**config.mk**
```make
export PLATFORM = sky130hd
export DESIGN_NAME = cp0_intc
export DESIGN_NICKNAME = d
export VERILOG_FILES = /design/src/rtl/cp0_intc.sv
export SDC_FILE = /design/constraint.sdc
export NUM_CORES = 1
export LEC_CHECK = 0
export CAP_MARGIN = 0
export CORE_MARGIN = 4
export CORE_UTILIZATION = 40
export CTS_CLUSTER_DIAMETER = 120
export DETAILED_ROUTE_END_ITERATION = 12
export PLACE_DENSITY = 0.73
export RECOVER_POWER = 100
export REMOVE_ABC_BUFFERS = 1
export SYNTH_ARGS = -nofsm -noshare
export SYNTH_HDL_FRONTEND = slang
export SYNTH_SLANG_ARGS = --single-unit
```
**constraint.sdc**
```tcl
create_clock -name clk -period 2.3 [get_ports clk]
set_input_delay 0.46 -clock clk [delete_from_list [all_inputs] [get_ports clk]]
set_output_delay 0.46 -clock clk [all_outputs]
set_load 0.02 [all_outputs]
```
**src/rtl/cp0_intc.sv**
```systemverilog
// Coprocessor 0 with NUM_INT level/edge interrupt lines, optional Count/Compare timer and exception entry.
// int_req is combinational from registered state; all register updates land at the next clk edge. No backpressure.
module cp0_intc #(
  parameter int                 NUM_INT   = 6,
  parameter int                 IM_LSB    = 10,
  parameter logic [NUM_INT-1:0] EDGE_MASK = '0,
  parameter bit                 HAS_TIMER = 1'b0,
  parameter logic [31:0]        PRID      = 32'h4D49_5053
) (
  input  logic               clk,
  input  logic               reset,
  input  logic [NUM_INT-1:0] hw_int,
  input  logic [4:0]         addr,
  input  logic [31:0]        din,
  input  logic               we,
  input  logic [31:0]        pc,
  input  logic               bd,
  input  logic [4:0]         exc_code,
  input  logic               exl_clr,
  output logic               int_req,
  output logic [31:0]        epc_out,
  output logic [31:0]        dout
);

  localparam logic [4:0] A_COUNT   = 5'd9;
  localparam logic [4:0] A_COMPARE = 5'd11;
  localparam logic [4:0] A_SR      = 5'd12;
  localparam logic [4:0] A_CAUSE   = 5'd13;
  localparam logic [4:0] A_EPC     = 5'd14;
  localparam logic [4:0] A_PRID    = 5'd15;

  logic [NUM_INT-1:0] sr_im;
  logic               sr_exl;
  logic               sr_ie;
  logic               cause_bd;
  logic [4:0]         cause_exc;
  logic [NUM_INT-1:0] ip_q;
  logic [NUM_INT-1:0] prev_q;
  logic [31:0]        epc_q;
  logic [31:0]        count_q;
  logic [31:0]        compare_q;
  logic               timer_flag;

  logic [NUM_INT-1:0] ip_vis;
  logic [NUM_INT-1:0] ip_nxt;
  logic               irq;
  logic               erq;
  logic               wr_ok;
  logic               cause_wr;
  logic [31:0]        pc_word;
  logic [31:0]        sr_rd;
  logic [31:0]        cause_rd;

  always_comb begin
    ip_vis = ip_q;
    if (HAS_TIMER) begin
      ip_vis[NUM_INT-1] = ip_q[NUM_INT-1] | timer_flag;
    end
  end

  assign irq      = (|(ip_vis & sr_im)) & sr_ie & ~sr_exl;
  assign erq      = (exc_code != 5'd0) & ~sr_exl;
  assign int_req  = irq | erq;
  // Exception entry wins over any mtc0 presented in the same cycle.
  assign wr_ok    = we & ~int_req;
  assign cause_wr = wr_ok && (addr == A_CAUSE);
  assign pc_word  = pc & 32'hFFFF_FFFC;
  assign epc_out  = epc_q;

  // Edge lines: a fresh rising edge sets even when a write-0 clears the same cycle.
  always_comb begin
    ip_nxt = hw_int;
    for (int i = 0; i < NUM_INT; i++) begin
      if (EDGE_MASK[i]) begin
        ip_nxt[i] = (hw_int[i] & ~prev_q[i]) |
                    (ip_q[i] & ~(cause_wr & ~din[IM_LSB+i]));
      end
    end
  end

  always_ff @(posedge clk) begin
    if (reset) begin
      sr_im     <= '0;
      sr_exl    <= 1'b0;
      sr_ie     <= 1'b0;
      cause_bd  <= 1'b0;
      cause_exc <= 5'd0;
      ip_q      <= '0;
      prev_q    <= '0;
      epc_q     <= 32'd0;
    end else begin
      ip_q   <= ip_nxt;
      prev_q <= hw_int;
      if (int_req) begin
        sr_exl    <= 1'b1;
        cause_exc <= irq ? 5'd0 : exc_code;
        cause_bd  <= bd;
        epc_q     <= bd ? (pc_word - 32'd4) : pc_word;
      end else begin
        if (we && addr == A_SR) begin
          sr_im  <= din[IM_LSB +: NUM_INT];
          sr_exl <= din[1];
          sr_ie  <= din[0];
        end
        if (we && addr == A_EPC) begin
          epc_q <= din & 32'hFFFF_FFFC;
        end
        // eret overrides an EXL value written by mtc0 in the same cycle.
        if (exl_clr) begin
          sr_exl <= 1'b0;
        end
      end
    end
  end

  always_ff @(posedge clk) begin
    if (reset || !HAS_TIMER) begin
      count_q    <= 32'd0;
      compare_q  <= 32'd0;
      timer_flag <= 1'b0;
    end else begin
      count_q <= (wr_ok && addr == A_COUNT) ? din : count_q + 32'd1;
      if (wr_ok && addr == A_COMPARE) begin
        compare_q  <= din;
        timer_flag <= 1'b0;
      end else if (count_q == compare_q && compare_q != 32'd0) begin
        timer_flag <= 1'b1;
      end
    end
  end

  always_comb begin
    sr_rd                      = 32'd0;
    sr_rd[IM_LSB +: NUM_INT]   = sr_im;
    sr_rd[1]                   = sr_exl;
    sr_rd[0]                   = sr_ie;
    cause_rd                   = 32'd0;
    cause_rd[31]               = cause_bd;
    cause_rd[IM_LSB +: NUM_INT] = ip_vis;
    cause_rd[6:2]              = cause_exc;
  end

  always_comb begin
    dout = 32'd0;
    case (addr)
      A_COUNT:   dout = count_q;
      A_COMPARE: dout = compare_q;
      A_SR:      dout = sr_rd;
      A_CAUSE:   dout = cause_rd;
      A_EPC:     dout = epc_q;
      A_PRID:    dout = PRID;
      default:   dout = 32'd0;
    endcase
  end

endmodule

```
Yosys cells after proc, flatten, opt, wreduce, memory -nomap -nowiden
Cells that the tools add are included.

storage, ports and cells
  output and inout port bits = 65
  input bits = 85
  register bits = 52

operators by class
  bitwise logic cells = 7
  multiplexer cells = 8
  equality and inequality tests = 4
  add/subtract/negate cells = 1
  reduce and logical (&&, ||, !) cells = 7

operators by type and width
  cell                                                                   number
  32-bit case mux with 4 select lines                                    1
  32-bit two-way mux                                                     3
  32-bit by 3-bit subtractor with 32-bit output, second input constant   1
  5-bit by 4-bit equality test with 1-bit output, second input constant  4
  6-bit AND                                                              1
  6-bit OR reduction                                                     1
  5-bit two-way mux                                                      1
  5-bit nonzero test                                                     1
  1-bit AND                                                              3
  1-bit two-way mux                                                      3
  3-bit nonzero test                                                     1
  1-bit logical AND                                                      2
  1-bit inverter                                                         2
  2-bit AND reduction                                                    1
  2-bit nonzero test                                                     1
  1-bit OR                                                               1

Longest topological paths before layout
  depth after elaboration = 7
  mapped depth = 7
  mapped depth without buffers = 6

Least setup slack after synthesis
OpenSTA, ideal clock, no wires.

  path type = input to output
  from = input addr[4]
  to = output dout[18]
  stages = 6
  data required time = 1.840 ns
  path buffers = 2
  arrival = 1.684 ns
  path slack = 0.156 ns
  path through = and3b_1 clkbuf_1 nand2_1 nor2_1 clkbuf_1 and2_1

between the ends
  word-level cells in the longest chain between the ends = 2
  elaborated cells between the ends (all ways) = 5
  those cells by class = eq/ne: 4; mux: 1

RTL lines
  item                                            line  source
  start, declared                                 13    input logic [4:0] addr,
  5-bit by 4-bit equality test with 1-bit output  145   case (addr)
  32-bit case mux with 4 select lines *           145
  end, declared                                   22    output logic [31:0] dout

Mark *: on every way between the ends. The rest lies on a longest branch, timed or not.

Worst setup path after layout
  from = register ip_q[3]
  to = output int_req

between the ends
  word-level cells in the longest chain between the ends = 5

RTL lines
  item                     line  source
  start, declared          37    logic [NUM_INT-1:0] ip_q;
  start signal, assigned   92    ip_q <= ip_nxt;
  6-bit AND                61    assign irq = (|(ip_vis & sr_im)) & sr_ie & ~sr_exl;
  6-bit OR reduction       61
  1-bit AND (2 in series)  61
  1-bit OR                 63    assign int_req = irq | erq;
  end, declared            20    output logic int_req,

No other way between the ends.

==> metrics.md <==
| Metric | Value |
|---|---|
| Status | `finished clean` |
| Slowest-stage cell, CP | `a311oi_1` |
| CP Capture Type | `output pin` |
| I/O Pins | `150` |
| Slew margin rel. | `36.2%` |
| Warnings, synthesis | `0` |
| Setup ws final | `0.00575 ns` |
| Drt wl/cell | `18.2 um` |
| Clock root cell | `clkbuf_8` |
| Fmax | `436 MHz` |
| Clock transition at path regs | `0.10 ns` |
| Vias in the first global route | `4134` |
| Mean post-synth cell area | `7.85 um2` |
| Inst Count DP | `717` |
| Setup CP Type | `reg -> out` |
| Final hold vios | `0` |
| Number of synthesized flops with an enable pin | `0` |
| Post-layout min period | `2.29 ns` |
| Layout Area Growth over Synthesis | `60.1%` |
| Hold_buf cts | `0` |
| Share of the clock period used by the worst path | `99.8%` |
| CTS buffer count | `5` |
| Leakage | `2.28 nW` |
| CTS max path bufs | `2` |
| Post-synth top area share | `29.0%` |
| Final wirelength | `13400 um` |
| Share of cells above drive strength 1 | `22.6%` |
| DR iter-0 viols | `274` |
| Critical path peak fanout | `2` |
| MaxCap Viol Count | `0` |
| GPL Wtd Cong | `0.854` |
| Setup violators final | `0` |
| Overflow left after global routing | `0` |
| Nets | `714` |
| Post-synthesis cell area | `3460 um2` |
| Antenna Nets Post-Route | `0` |
| IO buf count | `145` |
| CP arrival | `1.83 ns` |
| Initial antenna violation count | `1` |
| Post-Place Setup Slack | `-0.459 ns` |
| Clk sinks | `50` |
| Synth Area in Compound Gates | `25.8%` |
| Drt first pass iters | `5` |
| Pwr per Cell Area | `426 nW/um2` |
| Die Width | `101 um` |
| Worst-skew pair later-pin latency | `0.30 ns` |
| CTS tree | `done` |
| Tot GR Track Use | `25.1%` |
| Max VDD drop | `0.244 mV` |
| Die area | `10200 um2` |
| Post-Synthesis Cells | `440` |
| Yosys cell types | `49` |
| Final Power | `2.36 mW` |
| Post-synthesis xor/xnor area fraction | `3.29%` |
| Final Core Density | `66.7%` |
| Routed vias | `4302` |
| First-pass GRT wire length | `20600 um` |
| Largest stage delay on the critical path | `0.48 ns` |
| Crit-path cells | `a22oi_1, clkbuf_4, a311oi_1, or2_4, clkbuf_2` |
| Area leader, netlist | `dfxtp_1` |
| Synth Area in Simple Gates | `31.8%` |
| FFs w/ async S/R, synth | `0%` |
| CP startpoint kind | `flip-flop` |
| Std-Cell Rows | `33` |
| Largest cells by area after synthesis | `dfxtp_1 (29%), a21boi_0 (6.7%), and3_1 (5.6%)` |
| WP data required | `1.84 ns` |
| Adder-Cell Fraction of Synth Area | `0.362%` |
| Multiplexer share of the synthesized area | `3.84%` |
| Layout Skew | `0.0104 ns` |
| H-tree depth | `2` |
| Most used cells in the layout excluding fill and tap cells | `clkdlybuf4s50_1 (72), buf_4 (67), dfxtp_1 (50), nor2_1 (36)` |
| Worst Hold Class | `reg -> reg` |
| # DRC | `0` |
| Dpl hpwl | `9640 um` |
| WHS Path Cells | `2` |
| Worst R2R Path Depth | `6` |
| Starting Density | `41.6%` |
| Final non-filler cell total | `735` |
| Yosys reg bits | `50` |
| Largest net degree at the start of global routing | `47` |
| Core region area | `8300 um2` |
| Final Slew Violations | `0` |
| Ys flop type | `dfxtp_1` |
| Most common cell after layout, fill and taps aside | `clkdlybuf4s50_1` |
| DR vias/cell | `5.85` |
| Die Y | `101 um` |
| Largest family of logic cells by synthesized area | `simple AND/OR/NAND/NOR gates` |
| Sequential area share after synthesis | `29.0%` |
| Worst Tran Pin Value | `0.956 ns` |
cell type report:
cell class	count	area [um2]
multi-input cells	341	2330
diodes	1	2.50
well taps	105	131
repair buffers	225	1940
clock inverters	3	43.8
inverters	5	18.8
flip-flops and latches	50	1000
fillers	755	2770
clock buffers	5	68.8
cell families after synthesis:
kind of cell             Yosys count
AO/OA/AOI/OAI                    123
XOR/XNOR                          13
adder cells (fa/ha/maj)            1
buffers and inverters             50
flip-flops                        50
multiplexers                      13
other                              1
AND/OR/NAND/NOR                  189
worst max-delay path: cells and delay by family (launching register included):
kind | cells | cell delay, ns
simple gates | 1 | 0.25
flops | 1 | 0.37
buf+inv | 2 | 0.32
compound gates | 2 | 0.58
Yosys cell counts, drive strengths merged, types with 7 or more instances:
cell type / instances
dfxtp: 50
clkbuf: 37
nor2: 37
a21boi: 31
and3: 31
nand2: 24
nor4: 20
o41ai: 18
a211oi: 15
a21oi: 14
a31oi: 14
and2: 11
mux2i: 11
or4: 10
nand3: 9
buf: 8
nor2b: 8
o31ai: 8
a22oi: 7
nor3: 7
xor2: 7
power breakdown:
group | switching, mW | total [mW] | internal [mW]
registers | 0.0499 | 0.981 | 0.931
logic | 0.359 | 0.734 | 0.375
clock network | 0.314 | 0.641 | 0.327
metrics by stage:
step / instance area (um2) / TNS, ns / hold slack, ns
global route: 5530 / -0.00862 / 0.504
detailed placement: 5440 / -14.73 / 0.469
CTS: 5520 / -0.0217 / 0.483
global placement: 5440 / -13.84 / 0.456
floorplan: 3280 / -71.50 / 0.445
finish: 5530 / 0 / 0.484
sequential cells by signal (all words and copies together) (netlist names):
| register | flops |
|---|---|
| ip_q | 6 |
| sr_exl | 1 |
| cause_bd | 1 |
| sr_im | 6 |
| epc_out | 30 |
| sr_ie | 1 |
| cause_exc | 5 |
metal layers:
layer / up-vias / share of wire (%) / global-route usage [%]
met3: 18 / 6.8 / 3.74
li1: 2044 / - / -
met2: 174 / 49 / 42.6
met1: 2066 / 41 / 32.5
met5: - / 0 / 0
met4: 0 / 2.6 / 8.08
worst paths after layout:
path | start | to | slack [ns]
worst min register to register | sr_im[2] | sr_im[2] | 0.48
worst max register to register | ip_q[3] | epc_out[17] | 0.06
worst min-delay path | sr_im[2] | sr_im[2] | 0.48
worst max-delay path | ip_q[3] | int_req | 0.006
what timing repair did:
item | CTS | global route
pin swaps | 4 | 6
gates cloned | 1 | 1
setup endpoints to repair | 36 | 24
resized for setup | 143 | 19
endpoints found under the hold margin | 0 | 0
buffers inserted | 3 | 4
Power figures use the tool's default switching activity.
